<file path="src/rtl/spi_pkg.sv">
// Shared SPI link constants: FSM encoding, frame geometry and the default
// underrun byte. Used by both the master and spi_slave.
package spi_pkg;
    localparam int STATE_W = 2;
    localparam logic [STATE_W-1:0] ST_IDLE     = 2'd0;
    localparam logic [STATE_W-1:0] ST_SELECTED = 2'd1;

    localparam int FRAME_W = 8;
    localparam int CNT_W   = 3;

    localparam logic [FRAME_W-1:0] UNDERRUN_DEFAULT = 8'hFF;
endpackage

</file>
<file path="src/rtl/spi_sync.sv">
// Single-bit STAGES-deep synchronizer with a configurable async reset value.
module spi_sync #(
    parameter int   STAGES  = 2,
    parameter logic RST_VAL = 1'b0
) (
    input  logic clk,
    input  logic rst,
    input  logic d,
    output logic q
);
    logic [STAGES-1:0] chain;

    always_ff @(posedge clk or posedge rst) begin
        if (rst) chain <= {STAGES{RST_VAL}};
        else     chain <= {chain[STAGES-2:0], d};
    end

    assign q = chain[STAGES-1];
endmodule

</file>
<file path="src/rtl/spi_slave.sv">
// Mode-0 SPI slave, oversampled on clk, with a single-entry tx holding register.
// Optional SPI_SLAVE_MISO_TRISTATE_EN releases miso to Z while not selected.
module spi_slave
    import spi_pkg::*;
#(
    parameter int                 SYNC_STAGES   = 2,
    parameter logic [FRAME_W-1:0] UNDERRUN_BYTE = UNDERRUN_DEFAULT
) (
    input  logic               clk,
    input  logic               rst,
    input  logic               ss_n,
    input  logic               sck,
    input  logic               mosi,
    output logic               miso,
    input  logic [FRAME_W-1:0] tx_data,
    input  logic               tx_valid,
    output logic               tx_ready,
    output logic [FRAME_W-1:0] rx_data,
    output logic               new_data,
    output logic               busy
);
    logic ss_s, sck_s, mosi_s;
    logic ss_d, sck_d;

    spi_sync #(.STAGES(SYNC_STAGES), .RST_VAL(1'b1)) u_sync_ss   (.clk(clk), .rst(rst), .d(ss_n), .q(ss_s));
    spi_sync #(.STAGES(SYNC_STAGES), .RST_VAL(1'b0)) u_sync_sck  (.clk(clk), .rst(rst), .d(sck),  .q(sck_s));
    spi_sync #(.STAGES(SYNC_STAGES), .RST_VAL(1'b0)) u_sync_mosi (.clk(clk), .rst(rst), .d(mosi), .q(mosi_s));

    logic [STATE_W-1:0] state;
    logic [CNT_W-1:0]   cnt;
    logic [FRAME_W-1:0] rx_shift, tx_shift, hold_data;
    logic               hold_full;

    logic sck_rise, sck_fall, ss_fall, ss_rise, sel, accept, load, shift;

    assign sck_rise = sck_s & ~sck_d;
    assign sck_fall = ~sck_s & sck_d;
    assign ss_fall  = ~ss_s & ss_d;
    assign ss_rise  = ss_s & ~ss_d;
    assign sel      = (state == ST_SELECTED);

    assign tx_ready = ~hold_full;
    assign accept   = tx_valid & ~hold_full;
    // Counter at 0 on a fall means a byte just completed: refill for back-to-back frames.
    assign load     = ((state == ST_IDLE) & ss_fall) |
                      (sel & ~ss_rise & sck_fall & (cnt == '0));
    assign shift    = sel & ~ss_rise & sck_fall & (cnt != '0);

    always_ff @(posedge clk or posedge rst) begin
        if (rst) begin
            state     <= ST_IDLE;
            cnt       <= '0;
            rx_shift  <= '0;
            tx_shift  <= '0;
            rx_data   <= '0;
            new_data  <= 1'b0;
            hold_data <= '0;
            hold_full <= 1'b0;
            sck_d     <= 1'b0;
            ss_d      <= 1'b1;
        end else begin
            sck_d    <= sck_s;
            ss_d     <= ss_s;
            new_data <= 1'b0;

            // accept requires an empty register, so it never collides with a draining load
            if (accept) begin
                hold_data <= tx_data;
                hold_full <= 1'b1;
            end

            if (load) begin
                if (hold_full) begin
                    tx_shift  <= hold_data;
                    hold_full <= 1'b0;
                end else begin
                    tx_shift  <= UNDERRUN_BYTE;
                end
            end else if (shift) begin
                tx_shift <= {tx_shift[FRAME_W-2:0], 1'b0};
            end

            case (state)
                ST_IDLE: begin
                    cnt <= '0;
                    if (ss_fall) state <= ST_SELECTED;
                end
                ST_SELECTED: begin
                    if (ss_rise) begin
                        state <= ST_IDLE;
                        cnt   <= '0;
                    end else if (sck_rise) begin
                        rx_shift <= {rx_shift[FRAME_W-2:0], mosi_s};
                        cnt      <= cnt + 1'b1;
                        if (cnt == CNT_W'(FRAME_W - 1)) begin
                            rx_data  <= {rx_shift[FRAME_W-2:0], mosi_s};
                            new_data <= 1'b1;
                        end
                    end
                end
                default: state <= ST_IDLE;
            endcase
        end
    end

    assign busy = sel;

`ifdef SPI_SLAVE_MISO_TRISTATE_EN
    assign miso = sel ? tx_shift[FRAME_W-1] : 1'bz;
`else
    assign miso = sel & tx_shift[FRAME_W-1];
`endif
endmodule
</file>
<file path="config.mk">
export PLATFORM = sky130hd
export DESIGN_NAME = spi_slave
export DESIGN_NICKNAME = d
export VERILOG_FILES = /design/src/rtl/spi_pkg.sv /design/src/rtl/spi_sync.sv /design/src/rtl/spi_slave.sv
export SDC_FILE = /design/constraint.sdc
export NUM_CORES = 1
export LEC_CHECK = 0
export ABC_AREA = 1
export CAP_MARGIN = 0
export CORE_AREA = 2 2 62 64
export DETAILED_ROUTE_END_ITERATION = 10
export DIE_AREA = 0 0 64 66
export PLACE_DENSITY = 0.9
export SYNTH_ARGS = -nofsm -noshare
export SYNTH_HDL_FRONTEND = slang
export SYNTH_SLANG_ARGS = --single-unit
</file>
<file path="constraint.sdc">
create_clock -name clk -period 4.4 [get_ports clk]
set_input_delay 1.32 -clock clk [delete_from_list [all_inputs] [get_ports clk]]
set_output_delay 1.32 -clock clk [all_outputs]
set_load 0.02 [all_outputs]
</file>
# Word-level counts from Yosys, hierarchy flattened
# Index checks and enable logic that the tools add are counted.
# word_totals
mem_count	0
input_bits	14
word_cells	62
ramBits	0
latch_bits	0
register_bits	46
rom_bits	0
out_inout_bits	12
# classes
eq_ne	5
n_lt_le_gt_ge	0
n_mul	0
bitwise_logic	18
reduce_logical	9
n_addsub	1
n_mux	16
shift	0
div_mod_pow	0
# ops
operator	count
$mux 8	3
$and 1x1->1	11
$mux 1	7
$mux 3	2
$not 1->1	6
$pmux 3 s2	1
$mux 2	2
$ne 2x2->1 const B	2
$pmux 2 s2	1
$reduce_and 2->1	2
$reduce_and 4->1	1
$reduce_bool 2->1	2
$add 3x1->3 const B	1
$eq 3x3->1 const B	1
$logic_not 3->1	1
$ne 3x3->1 const B	1
$reduce_and 3->1	1
$reduce_bool 3->1	1
$eq 2x1->1 const B	1
$logic_not 2->1	1
$or 1x1->1	1

# Depth between registers and ports, before layout
# Gate-level depths: netlist of run 1.
# depth
ltp_word	8
mapped_depth	7
ltp_nobuf	7

# By module
# From an unflattened synthesis of run 1, not the netlist that was laid out.
# unflattened
cells_unflattened	201
hier_area_um2	1916.8
# by_module_without_submodules
mod	seq_area_each_um2	area_per_inst_um2	cells_each	n_inst
spi_slave	977.2	1752.9	192	1
spi_sync (u_sync_mosi ...)	50.0	53.8	3	2
spi_sync (u_sync_ss)	52.6	56.3	3	1

# Worst setup path after synthesis of run 1
# Ideal clock, no wire load.
# synth_timing
path_kind	reg-to-output
start	reg state[0]
end	out miso
arrival_ps	745
path_stages_with_launch	3
path_slack_ps	2335
required_ps	3080
n_path_buf	0
path_cell_list	dfrtp_1 > nand2_1 > inv_1
# synth_via
elab_chain_len	2
# synth_lines
element	line	source
start: declaration	spi_slave.sv:29	logic [STATE_W-1:0] state;
start signal: assignment	spi_slave.sv:51	state <= ST_IDLE;
start signal: assignment	spi_slave.sv:86	if (ss_fall) state <= ST_SELECTED;
start signal: assignment	spi_slave.sv:90	state <= ST_IDLE;
$eq 2x1->1	spi_slave.sv:40	assign sel = (state == ST_SELECTED);
$and 1x1->1	spi_slave.sv:111	assign miso = sel & tx_shift[FRAME_W-1];
end: declaration	spi_slave.sv:14	output logic miso,
# No other way between the ends.

# Worst setup path after layout of run 1
# layout_timing
start	reg hold_full
end	out tx_ready
# layout_via
elab_chain_len	1
# layout_lines
element	line	source
start: declaration	spi_slave.sv:32	logic hold_full;
start signal: assignment	spi_slave.sv:58	hold_full <= 1'b0;
start signal: assignment	spi_slave.sv:69	hold_full <= 1'b1;
start signal: assignment	spi_slave.sv:75	hold_full <= 1'b0;
$not 1->1	spi_slave.sv:42	assign tx_ready = ~hold_full;
end: declaration	spi_slave.sv:17	output logic tx_ready,
# No other way between the ends.

==> Implementation_results.wiki, run 1 <==
{| class="wikitable"
! Metric !! Value
|-
| Core area || 3551 um^2
|-
| Setup slack at placement || 1.936 ns
|-
| Unrepaired setup endpoints after global routing || false
|-
| Pin count of the biggest net entering global routing || 46
|-
| IR drop worst, VDD || 0.2860 mV
|-
| Hold Crit Endpoint || u_sync_mosi.chain[1]
|-
| Class of the tightest hold or removal check || flip-flop to flip-flop
|-
| Final cell count without fillers || 277
|-
| Growth of design area from synthesis to finish || 18.83%
|-
| Worst slew slack as a fraction of its limit || 64.54%
|-
| Number of buffer and inverter stages on the critical path || 2
|-
| Max-cap check violation count || 0
|-
| Worst-Skew Late Latency || 0.34 ns
|-
| Worst-Margin Slew || 0.5318 ns
|-
| Setup slack of the most critical reg-to-reg path || 2.93 ns
|-
| Critical register-to-register path startpoint || ss_d
|-
| Register area share after synthesis || 59.25%
|-
| Per-instance average area after synthesis || 9.729 um^2
|-
| List of cells traversed by the critical path || inv_2 > clkdlybuf4s50_1
|-
| Number of top-level pins || 26
|-
| Die span in x || 64 um
|-
| Critical path type || flip-flop to output pin
|-
| Count of different cell masters after synthesis || 17
|-
| Hold Worst Slack || 0.3694 ns
|-
| Number of nets still failing antenna checks after routing || 0
|-
| Routed wire length per instance || 11.05 um
|-
| Drt pass-1 iters || 4
|-
| Residual DRC || 0
|-
| R2R cell count || 5
|-
| DIE AREA || 4224 um^2
|-
| Crit path arrival time || 1.52 ns
|-
| Library cell contributing the largest single delay on the critical path || clkdlybuf4s50_1
|-
| Post-Synthesis Cells || 196
|-
| All-layer global routing usage || 17.25%
|-
| Placed cell count || 269
|-
| Maximum achievable frequency || 351.7 MHz
|-
| Clock tree from TritonCTS || yes
|-
| Antenna violations before repair || 0
|-
| HPWL Detailed || 2.231 mm
|-
| Proportion of layout cells with a drive suffix above 1 || 11.35%
|-
| # H-tree levels || 2
|-
| Port bufs || 25
|-
| Delay of the slowest critical-path stage || 0.62 ns
|-
| Number of instances on the worst hold path || 0
|-
| Register bit total from synthesis || 45
|-
| Top cell family by delay on the critical path || buffers and inverters
|-
| Warnings from Yosys || 0
|-
| Worst Path Max Fanout || 10
|-
| Crit start category || flip-flop
|-
| Vias after detailed routing || 1,329
|-
| Via density per instance || 4.798
|-
| Fin nets || 245
|-
| Number of antenna diodes || 0
|-
| Number of placement rows || 22
|-
| Total clock sinks || 45
|-
| Via count of the first global-routing pass || 1,250
|-
| Minimum clock period || 2.843 ns
|-
| Worst-path clk slew || 0.11 ns
|-
| Required time reported for the critical path endpoint || 3.08 ns
|-
| Setup TNS Final || 0 ns
|-
| Power Dens Cells || 454.3 nW/um^2
|-
| Starting density of the core || 53.70%
|-
| Longest Clk Path Bufs || 2
|-
| Run status || finished, final reports clean
|-
| Syn nets || 213
|-
| Clock Skews || 0.005360 ns
|-
| Leakage || 1.183 nW
|-
| Iteration-0 DRC Markers || 71
|-
| Slew Limit Fails || 0
|-
| Die outline height || 66 um
|-
| Wire length of the first global-routing pass || 5.526 mm
|-
| Critical register-to-register path endpoint || tx_shift[7]
|-
| Fin. Hold Viols || 0
|-
| Global route overflow || 0
|-
| Postcts setup bufs || 0
|-
| Post-cts gate resize count || 0
|-
| Root Buffer Master || clkbuf_4
|-
| Period utilisation layout || 64.62%
|-
| Setup Viol. Count Final || 0
|-
| Worst Setup End Kind || output pin
|-
| Final worst-path setup slack || 1.557 ns
|-
| Total of hold buffers inserted after clock tree synthesis || 0
|-
| Area of the mapped netlist || 1907 um^2
|-
| GPL Wtd Cong || 0.7673
|-
| Hold_sp || u_sync_mosi.chain[0]
|-
| Total Wirelength || 3.062 mm
|-
| CTS buffer count || 5
|}
[where the power goes]
group	switching [mW]	total, mW	leakage (nW)	internal [mW]
registers	0.0655	0.587	0.564	0.522
clock network	0.115	0.179	0.0265	0.0638
logic	0.146	0.263	0.593	0.118
total	0.326	1.03	1.18	0.703
[cells by family after synthesis]
group | count (synthesis) | synth area share (%)
buf+inv | 22 | 4.527
compound gates | 4 | 1.640
flops | 45 | 59.25
mux | 8 | 4.725
simple gates | 114 | 27.89
fa+ha+maj | 3 | 1.969
[per-layer routing]
layer	track usage (%)	wire (um)	vias to the layer above
met3	3.066	128	2
met2	26.56	1507	29
met5	0	0	-
met1	23.51	1397	616
met4	8.967	29	0
li1	-	-	682
[how the worst max path moves through the flow]
stage / endpoint / cells after the start / from
final: tx_ready / 2 / hold_full
after global routing: tx_ready / 2 / hold_full
after CTS: tx_ready / 2 / hold_full
after detailed placement: tx_ready / 2 / hold_full
after global placement: tx_ready / 2 / hold_full
after floorplan: cnt[0] / 1 / rst
[cells in the mapped netlist]
library cell	count	area (um^2)
nand3_2	2	20.02
buf_4	1	7.510
nand2_4	2	22.52
inv_1	15	56.30
dfrtp_1	42	1051
nand2_1	69	259.0
ha_1	3	37.54
nand3_1	25	125.1
or2_1	1	6.260
o21ai_1	3	15.01
a21oi_4	1	16.27
dfstp_2	3	78.83
mux2_1	8	90.09
nor2_8	2	40.04
nand2_2	4	25.02
inv_2	6	22.52
nor2_1	9	33.78
[layout by cell type (no fill, tap or decap), drive strengths merged]
master	n
ha	3
mux2	8
clkbuf	8
inv	21
dfstp	3
buf	1
or2	1
a21oi	1
clkdlybuf4s50	25
dfrtp	42
nand3	27
nor2	11
o21ai	3
nand2	75
[per-stage QoR]
| stage | utilization, % | instance area [um^2] | total power, mW |
|---|---|---|---|
| after detailed placement | 62.44 | 2217 | 0.8613 |
| after global placement | 62.44 | 2217 | 0.8441 |
| after CTS | 63.81 | 2266 | 1.042 |
| final | 63.81 | 2266 | 1.029 |
| after global routing | 63.81 | 2266 | 1.112 |
| after floorplan | - | 1907 | 0.7795 |
[cell type report]
| cell class | instances | area (um^2) |
|---|---|---|
| clock buffer | 8 | 48.80 |
| fill | 282 | 1285 |
| inverter | 21 | 78.83 |
| multi-input combinational | 129 | 690.7 |
| sequential | 45 | 1130 |
| tap | 48 | 60.06 |
| timing repair buffer | 26 | 257.7 |
[registers in the layout (all words and copies together), names as in the netlist, 2 cells and up]
register and flops:
hold_data 8, rx_data 8, tx_shift 8, rx_shift 7, cnt 3, u_sync_mosi.chain 2, u_sync_sck.chain 2, u_sync_ss.chain 2
(Power assumes the default switching activity.)
==> run 2: changes to the inputs <==
- CORE_AREA: 2 2 62 64 -> 2 2 67 69
- DIE_AREA: 0 0 64 66 -> 0 0 69 71
- PLACE_DENSITY: 0.9 -> 0.82
- clock period: 4.4 -> 2.5 ns (I/O delays scaled with it)
==> run 2 against run 1 <==
Net effect:
- core utilization down 8.2 points
- via count increased by 0.68%
- worst setup slack got worse by 1.3 ns
- clock-buffer cell count decreased by 1
- clock power grew to 3.1 times the previous value
- critical path depth rose by 1
- sequential cell count stayed put
- first-iteration DRC count up 18%
- sequential power grew 75%
- critical endpoint is now miso
- highest routed layer unchanged
==> Implementation_results.wiki, run 2 (same netlist as run 1, synthesis figures left out) <==
{| class="wikitable"
! Metric !! Value
|-
| Placed cell count || 273 (was 269)
|-
| Number of placement rows || 24 (was 22)
|-
| Growth of design area from synthesis to finish || 22.64% (was 18.83%)
|-
| Hold Crit Endpoint || u_sync_sck.chain[1] (was u_sync_mosi.chain[1])
|-
| Most frequent standard cell in the layout excluding fill and tap cells || nand2_1 (unchanged)
|-
| Die outline height || 71 um (was 66 um)
|-
| Run status || finished, final reports clean (unchanged)
|-
| Setup slack of the most critical reg-to-reg path || 1.04 ns (was 2.93 ns)
|-
| Crit path arrival time || 1.45 ns (was 1.52 ns)
|-
| List of cells traversed by the critical path || nand2_1 > inv_1 > clkdlybuf4s50_1 (was inv_2 > clkdlybuf4s50_1)
|-
| Worst-Skew Late Latency || 0.29 ns (was 0.34 ns)
|-
| Hold Worst Slack || 0.3530 ns (was 0.3694 ns)
|-
| Largest registers in the final layout || hold_data (8), rx_data (8), tx_shift (8) (unchanged)
|-
| Drt pass-1 iters || 4 (unchanged)
|-
| Instance area after placement || 2222 um^2 (was 2217 um^2)
|-
| Number of antenna diodes || 0 (unchanged)
|-
| Residual DRC || 0 (unchanged)
|-
| Worst slew slack as a fraction of its limit || 63.15% (was 64.54%)
|-
| Path length in cells of the critical path || 3 (was 2)
|-
| Setup TNS Final || 0 ns (unchanged)
|-
| Iteration-0 DRC Markers || 84 (was 71)
|-
| Starting density of the core || 45.36% (was 53.70%)
|-
| Final design instance area without fill || 2338 um^2 (was 2266 um^2)
|-
| Hold_sp || u_sync_sck.chain[0] (was u_sync_mosi.chain[0])
|-
| Die span in x || 69 um (was 64 um)
|-
| Internal power || 1.452 mW (was 0.7031 mW)
|-
| Number of nets still failing antenna checks after routing || 0 (unchanged)
|-
| Postcts setup bufs || 0 (unchanged)
|-
| IR drop worst, VDD || 0.5222 mV (was 0.2860 mV)
|-
| Worst-path clk slew || 0.08 ns (was 0.11 ns)
|-
| Delay of the slowest critical-path stage || 0.58 ns (was 0.62 ns)
|-
| Final cell count without fillers || 281 (was 277)
|-
| Total Wirelength || 3.083 mm (was 3.062 mm)
|-
| Fin. Hold Viols || 0 (unchanged)
|-
| Fin nets || 245 (unchanged)
|-
| Root Buffer Master || clkbuf_8 (was clkbuf_4)
|-
| Class of the tightest hold or removal check || flip-flop to flip-flop (unchanged)
|-
| DIE AREA || 4899 um^2 (was 4224 um^2)
|-
| Worst Setup End Kind || output pin (unchanged)
|-
| HPWL Detailed || 2.109 mm (was 2.231 mm)
|-
| Max-cap check violation count || 0 (unchanged)
|-
| Routed wire length per instance || 10.97 um (was 11.05 um)
|-
| Most frequent cells in the layout || nand2_1 (69), dfrtp_1 (42), nand3_1 (25), clkdlybuf4s50_1 (25), inv_1 (15) (unchanged)
|-
| Setup Viol. Count Final || 0 (unchanged)
|-
| Vias after detailed routing || 1,338 (was 1,329)
|-
| Slew Limit Fails || 0 (unchanged)
|-
| GPL Wtd Cong || 0.8069 (was 0.7673)
|-
| Longest Clk Path Bufs || 2 (unchanged)
|-
| Critical register-to-register path startpoint || ss_d (unchanged)
|-
| Net switching power || 0.5941 mW (was 0.3262 mW)
|-
| Worst-Margin Slew || 0.5527 ns (was 0.5318 ns)
|-
| Clock Skews || 0.003942 ns (was 0.005360 ns)
|-
| Post-cts gate resize count || 0 (unchanged)
|-
| Pin count of the biggest net entering global routing || 46 (unchanged)
|-
| Portion of total power attributed to combinational logic || 22.5% (was 25.6%)
|-
| Unrepaired setup endpoints after global routing || false (unchanged)
|-
| Library cell contributing the largest single delay on the critical path || clkdlybuf4s50_1 (unchanged)
|-
| Via count of the first global-routing pass || 1,221 (was 1,250)
|-
| Power Dens Cells || 874.9 nW/um^2 (was 454.3 nW/um^2)
|-
| Core area || 4204 um^2 (was 3551 um^2)
|-
| Switching share of power || 29.04% (was 31.69%)
|-
| Port bufs || 25 (unchanged)
|-
| Wire length of the first global-routing pass || 5.388 mm (was 5.526 mm)
|-
| Total clock sinks || 45 (unchanged)
|-
| Leakage || 1.215 nW (was 1.183 nW)
|-
| Worst Path Max Fanout || 5 (was 10)
|-
| Antenna violations before repair || 0 (unchanged)
|-
| Clock tree from TritonCTS || yes (unchanged)
|-
| Maximum achievable frequency || 453.9 MHz
|-
| Number of top-level pins || 26 (unchanged)
|-
| Launching instance or port of the critical path || state[0] (was hold_full)
|-
| Critical path type || flip-flop to output pin (unchanged)
|-
| Proportion of layout cells with a drive suffix above 1 || 12.23% (was 11.35%)
|-
| Critical register-to-register path endpoint || tx_shift[3] (was tx_shift[7])
|-
| Proportion of power drawn by flip-flops and latches || 50.5% (was 57.0%)
|-
| Global route overflow || 0 (unchanged)
|-
| Clk network pwr share || 27.0% (was 17.4%)
|-
| CTS buffer count || 5 (unchanged)
|-
| # H-tree levels || 2 (unchanged)
|-
| Top cell family by delay on the critical path || buffers and inverters (unchanged)
|-
| Number of instances on the worst hold path || 0 (unchanged)
|-
| Period utilisation layout || 88.13%
|-
| Via density per instance || 4.762 (was 4.798)
|-
| Total of hold buffers inserted after clock tree synthesis || 0 (unchanged)
|-
| R2R cell count || 5 (unchanged)
|-
| Crit start category || flip-flop (unchanged)
|-
| All-layer global routing usage || 13.72% (was 17.25%)
|-
| Number of buffer and inverter stages on the critical path || 2 (unchanged)
|-
| Required time reported for the critical path endpoint || 1.75 ns (was 3.08 ns)
|-
| Minimum clock period || 2.203 ns
|}
run 2: cell count changes in the layout (fill, tap and decap cells not counted):
| cell | change |
|---|---|
| clkbuf_1 | -2 |
| clkbuf_4 | -5 |
| clkbuf_8 | +6 |
| bufinv_16 | +1 |
run 2: worst register-to-register path: cells and delay by family, from the launching register on:
family,cells,cell delay [ns]
and+or+nand+nor,5,0.80
DFF,1,0.56
run 2: area by class of cell:
class,count,area [um^2]
multi-input cells,129,690.7
clock buffers,7,86.33
well taps,52,65.06
repair buffers,26,257.7
fillers,378,1866
flip-flops and latches,45,1130
clock inverters,1,30.03
inverters,21,78.83
run 2: worst max-delay path by stage:
stage               endpoint
CTS                     miso
global route            miso
finish                  miso
global placement    tx_ready
floorplan             cnt[0]
detailed placement      miso
run 2: stage by stage:
step / power [mW] / worst slack, ns / util (%)
3_3_place_gp: 1.489 / 0.6284 / 52.86
2_1_floorplan: 1.372 / 0.6956 / -
4_1_cts: 2.071 / 0.2816 / 55.63
3_5_place_dp: 1.511 / 0.6114 / 52.86
5_1_grt: 2.195 / 0.1683 / 55.63
6_report: 2.046 / 0.2967 / 55.63
run 2: power groups by stage:
stage | Combinational, mW | Sequential, mW | Clock, mW
global route | 0.534 | 1.06 | 0.600
detailed placement | 0.467 | 1.04 | 0
global placement | 0.452 | 1.04 | 0
floorplan | 0.353 | 1.02 | 0
CTS | 0.469 | 1.03 | 0.570
finish | 0.461 | 1.03 | 0.552
run 2: routing by layer:
layer	up-vias	global-route usage, %	share of wire [%]	routed length (um)
li1	678	-	-	-
met3	4	4.274	3.5	109
met2	25	21.26	45	1385
met1	631	18.50	50	1539
met5	-	0	0	0
met4	0	4.575	1.6	49
==> run 3: changes to the inputs <==
- CORE_AREA: 2 2 67 69 -> 2 2 65 67
- DIE_AREA: 0 0 69 71 -> 0 0 67 69
- PLACE_DENSITY: 0.82 -> 0.83
- clock period: 2.5 -> 2.2 ns (I/O delays scaled with it)
==> run 3 against run 2 <==
Net effect:
- cell count fell by 0.71%
- core utilization rose by 3.8 points
- final area fell by 0.59%
- clock-buffer cell count fell by 2
- clock skew rose by 0.0067 ns
- global-route usage rose by 3.2 points
- non-clock buffer count did not move
- critical path depth fell by 1
==> Implementation_results.wiki, run 3 (same netlist as run 1, synthesis figures left out) <==
{| class="wikitable"
! Metric !! Value
|-
| Crit path arrival time || 1.45 ns (about the same)
|-
| Worst slew slack as a fraction of its limit || 74.40% (was 63.15%)
|-
| Maximum achievable frequency || 472.9 MHz
|-
| Period utilisation layout || 96.13%
|-
| Critical path type || flip-flop to output pin (unchanged)
|-
| Longest Clk Path Bufs || 2 (unchanged)
|-
| Postcts setup bufs || 0 (unchanged)
|-
| Hold Crit Endpoint || u_sync_mosi.chain[1] (was u_sync_sck.chain[1])
|-
| Total clock sinks || 45 (unchanged)
|-
| Clock tree from TritonCTS || yes (unchanged)
|-
| HPWL Detailed || 2.348 mm (was 2.109 mm)
|-
| Root Buffer Master || clkbuf_8 (unchanged)
|-
| Power Dens Cells || 956.8 nW/um^2 (was 874.9 nW/um^2)
|-
| Minimum clock period || 2.115 ns
|-
| Critical register-to-register path endpoint || tx_shift[7] (was tx_shift[3])
|-
| Number of filler instances in the final layout || 358 (was 378)
|-
| All-layer global routing usage || 16.91% (was 13.72%)
|-
| Worst Path Max Fanout || 10 (was 5)
|-
| Number of antenna diodes || 0 (unchanged)
|-
| Crit start category || flip-flop (unchanged)
|-
| Clock Skews || 0.01063 ns (was 0.003942 ns)
|-
| Setup TNS Final || 0 ns (unchanged)
|-
| Leakage || 1.196 nW (was 1.215 nW)
|-
| Largest registers in the final layout || hold_data (8), rx_data (8), tx_shift (8) (unchanged)
|-
| Antenna violations before repair || 0 (unchanged)
|-
| Setup Viol. Count Final || 0 (unchanged)
|-
| Total of hold buffers inserted after clock tree synthesis || 0 (unchanged)
|-
| Via density per instance || 4.824 (was 4.762)
|-
| Fin nets || 245 (unchanged)
|-
| IR drop worst, VDD || 0.6510 mV (was 0.5222 mV)
|-
| Core area || 3914 um^2 (was 4204 um^2)
|-
| Most frequent cells in the layout || nand2_1 (69), dfrtp_1 (41), nand3_1 (25), clkdlybuf4s50_1 (25), inv_1 (15) (was nand2_1 (69), dfrtp_1 (42), nand3_1 (25), clkdlybuf4s50_1 (25), inv_1 (15))
|-
| Class of the tightest hold or removal check || flip-flop to flip-flop (unchanged)
|-
| Run status || finished, final reports clean (unchanged)
|-
| Global route overflow || 0 (unchanged)
|-
| Starting density of the core || 48.72% (was 45.36%)
|-
| Instance area after placement || 2232 um^2 (was 2222 um^2)
|-
| Pin count of the biggest net entering global routing || 46 (unchanged)
|-
| Most frequent standard cell in the layout excluding fill and tap cells || nand2_1 (unchanged)
|-
| CTS buffer count || 5 (unchanged)
|-
| Die outline height || 69 um (was 71 um)
|-
| Max-cap check violation count || 0 (unchanged)
|-
| Final design instance area without fill || 2325 um^2 (was 2338 um^2)
|-
| Port bufs || 25 (unchanged)
|-
| Total Wirelength || 3.275 mm (was 3.083 mm)
|-
| Number of nets still failing antenna checks after routing || 0 (unchanged)
|-
| Fin. Hold Viols || 0 (unchanged)
|-
| Die span in x || 67 um (was 69 um)
|-
| Vias after detailed routing || 1,346 (was 1,338)
|-
| Proportion of layout cells with a drive suffix above 1 || 13.10% (was 12.23%)
|-
| Worst-path clk slew || 0.08 ns (about the same)
|-
| Worst-Skew Late Latency || 0.30 ns (was 0.29 ns)
|-
| Wire length of the first global-routing pass || 5.989 mm (was 5.388 mm)
|-
| Required time reported for the critical path endpoint || 1.54 ns (was 1.75 ns)
|-
| Growth of design area from synthesis to finish || 21.92% (was 22.64%)
|-
| # H-tree levels || 2 (unchanged)
|-
| Number of placement rows || 23 (was 24)
|-
| DIE AREA || 4623 um^2 (was 4899 um^2)
|-
| Setup slack of the most critical reg-to-reg path || 0.72 ns (was 1.04 ns)
|-
| Slew Limit Fails || 0 (unchanged)
|-
| Number of instances on the worst hold path || 0 (unchanged)
|-
| GPL Wtd Cong || 0.8024 (was 0.8069)
|-
| Iteration-0 DRC Markers || 97 (was 84)
|-
| Residual DRC || 0 (unchanged)
|-
| Drt pass-1 iters || 4 (unchanged)
|-
| Worst Setup End Kind || output pin (unchanged)
|-
| Unrepaired setup endpoints after global routing || false (unchanged)
|-
| Hold_sp || u_sync_mosi.chain[0] (was u_sync_sck.chain[0])
|-
| R2R cell count || 5 (unchanged)
|-
| Number of top-level pins || 26 (unchanged)
|-
| Via count of the first global-routing pass || 1,348 (was 1,221)
|-
| Routed wire length per instance || 11.74 um (was 10.97 um)
|-
| Critical register-to-register path startpoint || ss_d (unchanged)
|-
| Worst-Margin Slew || 0.3835 ns (was 0.5527 ns)
|}
run 3: cell count changes in the layout (fill, tap and decap cells not counted):
cell | previous run | this run
clkbuf_8 | 6 | 5
buf_12 | 0 | 1
clkinvlp_4 | 0 | 3
dfrtp_2 | 0 | 1
dfrtp_1 | 42 | 41
clkbuf_1 | 1 | 0
bufinv_16 | 1 | 0
buf_4 | 1 | 0
run 3: timing repair:
item | 4_1_cts | 5_1_grt
hold endpoints to repair | 0 | 0
endpoints found under the setup margin | 0 | 1
resized for setup | 0 | 1
run 3: area by class of cell:
class / instances / area (um^2) / share of cell area (%)
Clock buffer: 5 / 68.82 / 2.960
Clock inverter: 3 / 22.52 / 0.9688
Inverter: 21 / 78.83 / 3.391
Multi-Input combinational cell: 129 / 690.7 / 29.71
Sequential cell: 45 / 1131 / 48.65
Tap cell: 50 / 62.56 / 2.691
Timing Repair Buffer: 26 / 270.3 / 11.63
run 3: power by group:
part	total [mW]	leakage (nW)	internal (mW)	switching, mW
Combinational	0.540	0.597	0.238	0.302
Sequential	1.18	0.563	1.04	0.134
Clock	0.505	0.0364	0.223	0.282
Total	2.22	1.20	1.51	0.719
run 3: routing by layer:
layer	part of all wire (%)	vias up	global-route usage, %
met3	3.9	6	4.894
met1	45	634	23.41
met2	49	28	24.75
met4	2.0	0	7.029
met5	0	-	0
li1	-	678	-
run 3: worst max path at each step:
stage	startpoint	endpoint	slack (ns)	cells after the start
2_1_floorplan	rst	cnt[0]	0.49	1
3_3_place_gp	hold_full	tx_ready	0.42	2
3_5_place_dp	state[0]	miso	0.40	3
4_1_cts	state[0]	miso	0.06	3
5_1_grt	hold_full	tx_ready	0.008	2
6_report	hold_full	tx_ready	0.09	2
run 3: worst max-delay path, stage by stage, from the launching register on:
cell and delay (ns):
dfrtp_1 0.39, inv_2 0.14, clkdlybuf4s50_1 0.63
run 3: through the flow:
step / cells / hold slack [ns] / setup slack (ns) / util, % / total power, mW
2_1_floorplan: 196 / 0.3312 / 0.4856 / - / 1.559
3_3_place_gp: 271 / 0.3346 / 0.4169 / 57.03 / 1.697
3_5_place_dp: 271 / 0.3411 / 0.3985 / 57.03 / 1.739
4_1_cts: 279 / 0.3603 / 0.06318 / 59.37 / 2.247
5_1_grt: 279 / 0.3736 / 0.008179 / 59.40 / 2.399
6_report: 279 / 0.3545 / 0.08523 / 59.40 / 2.224
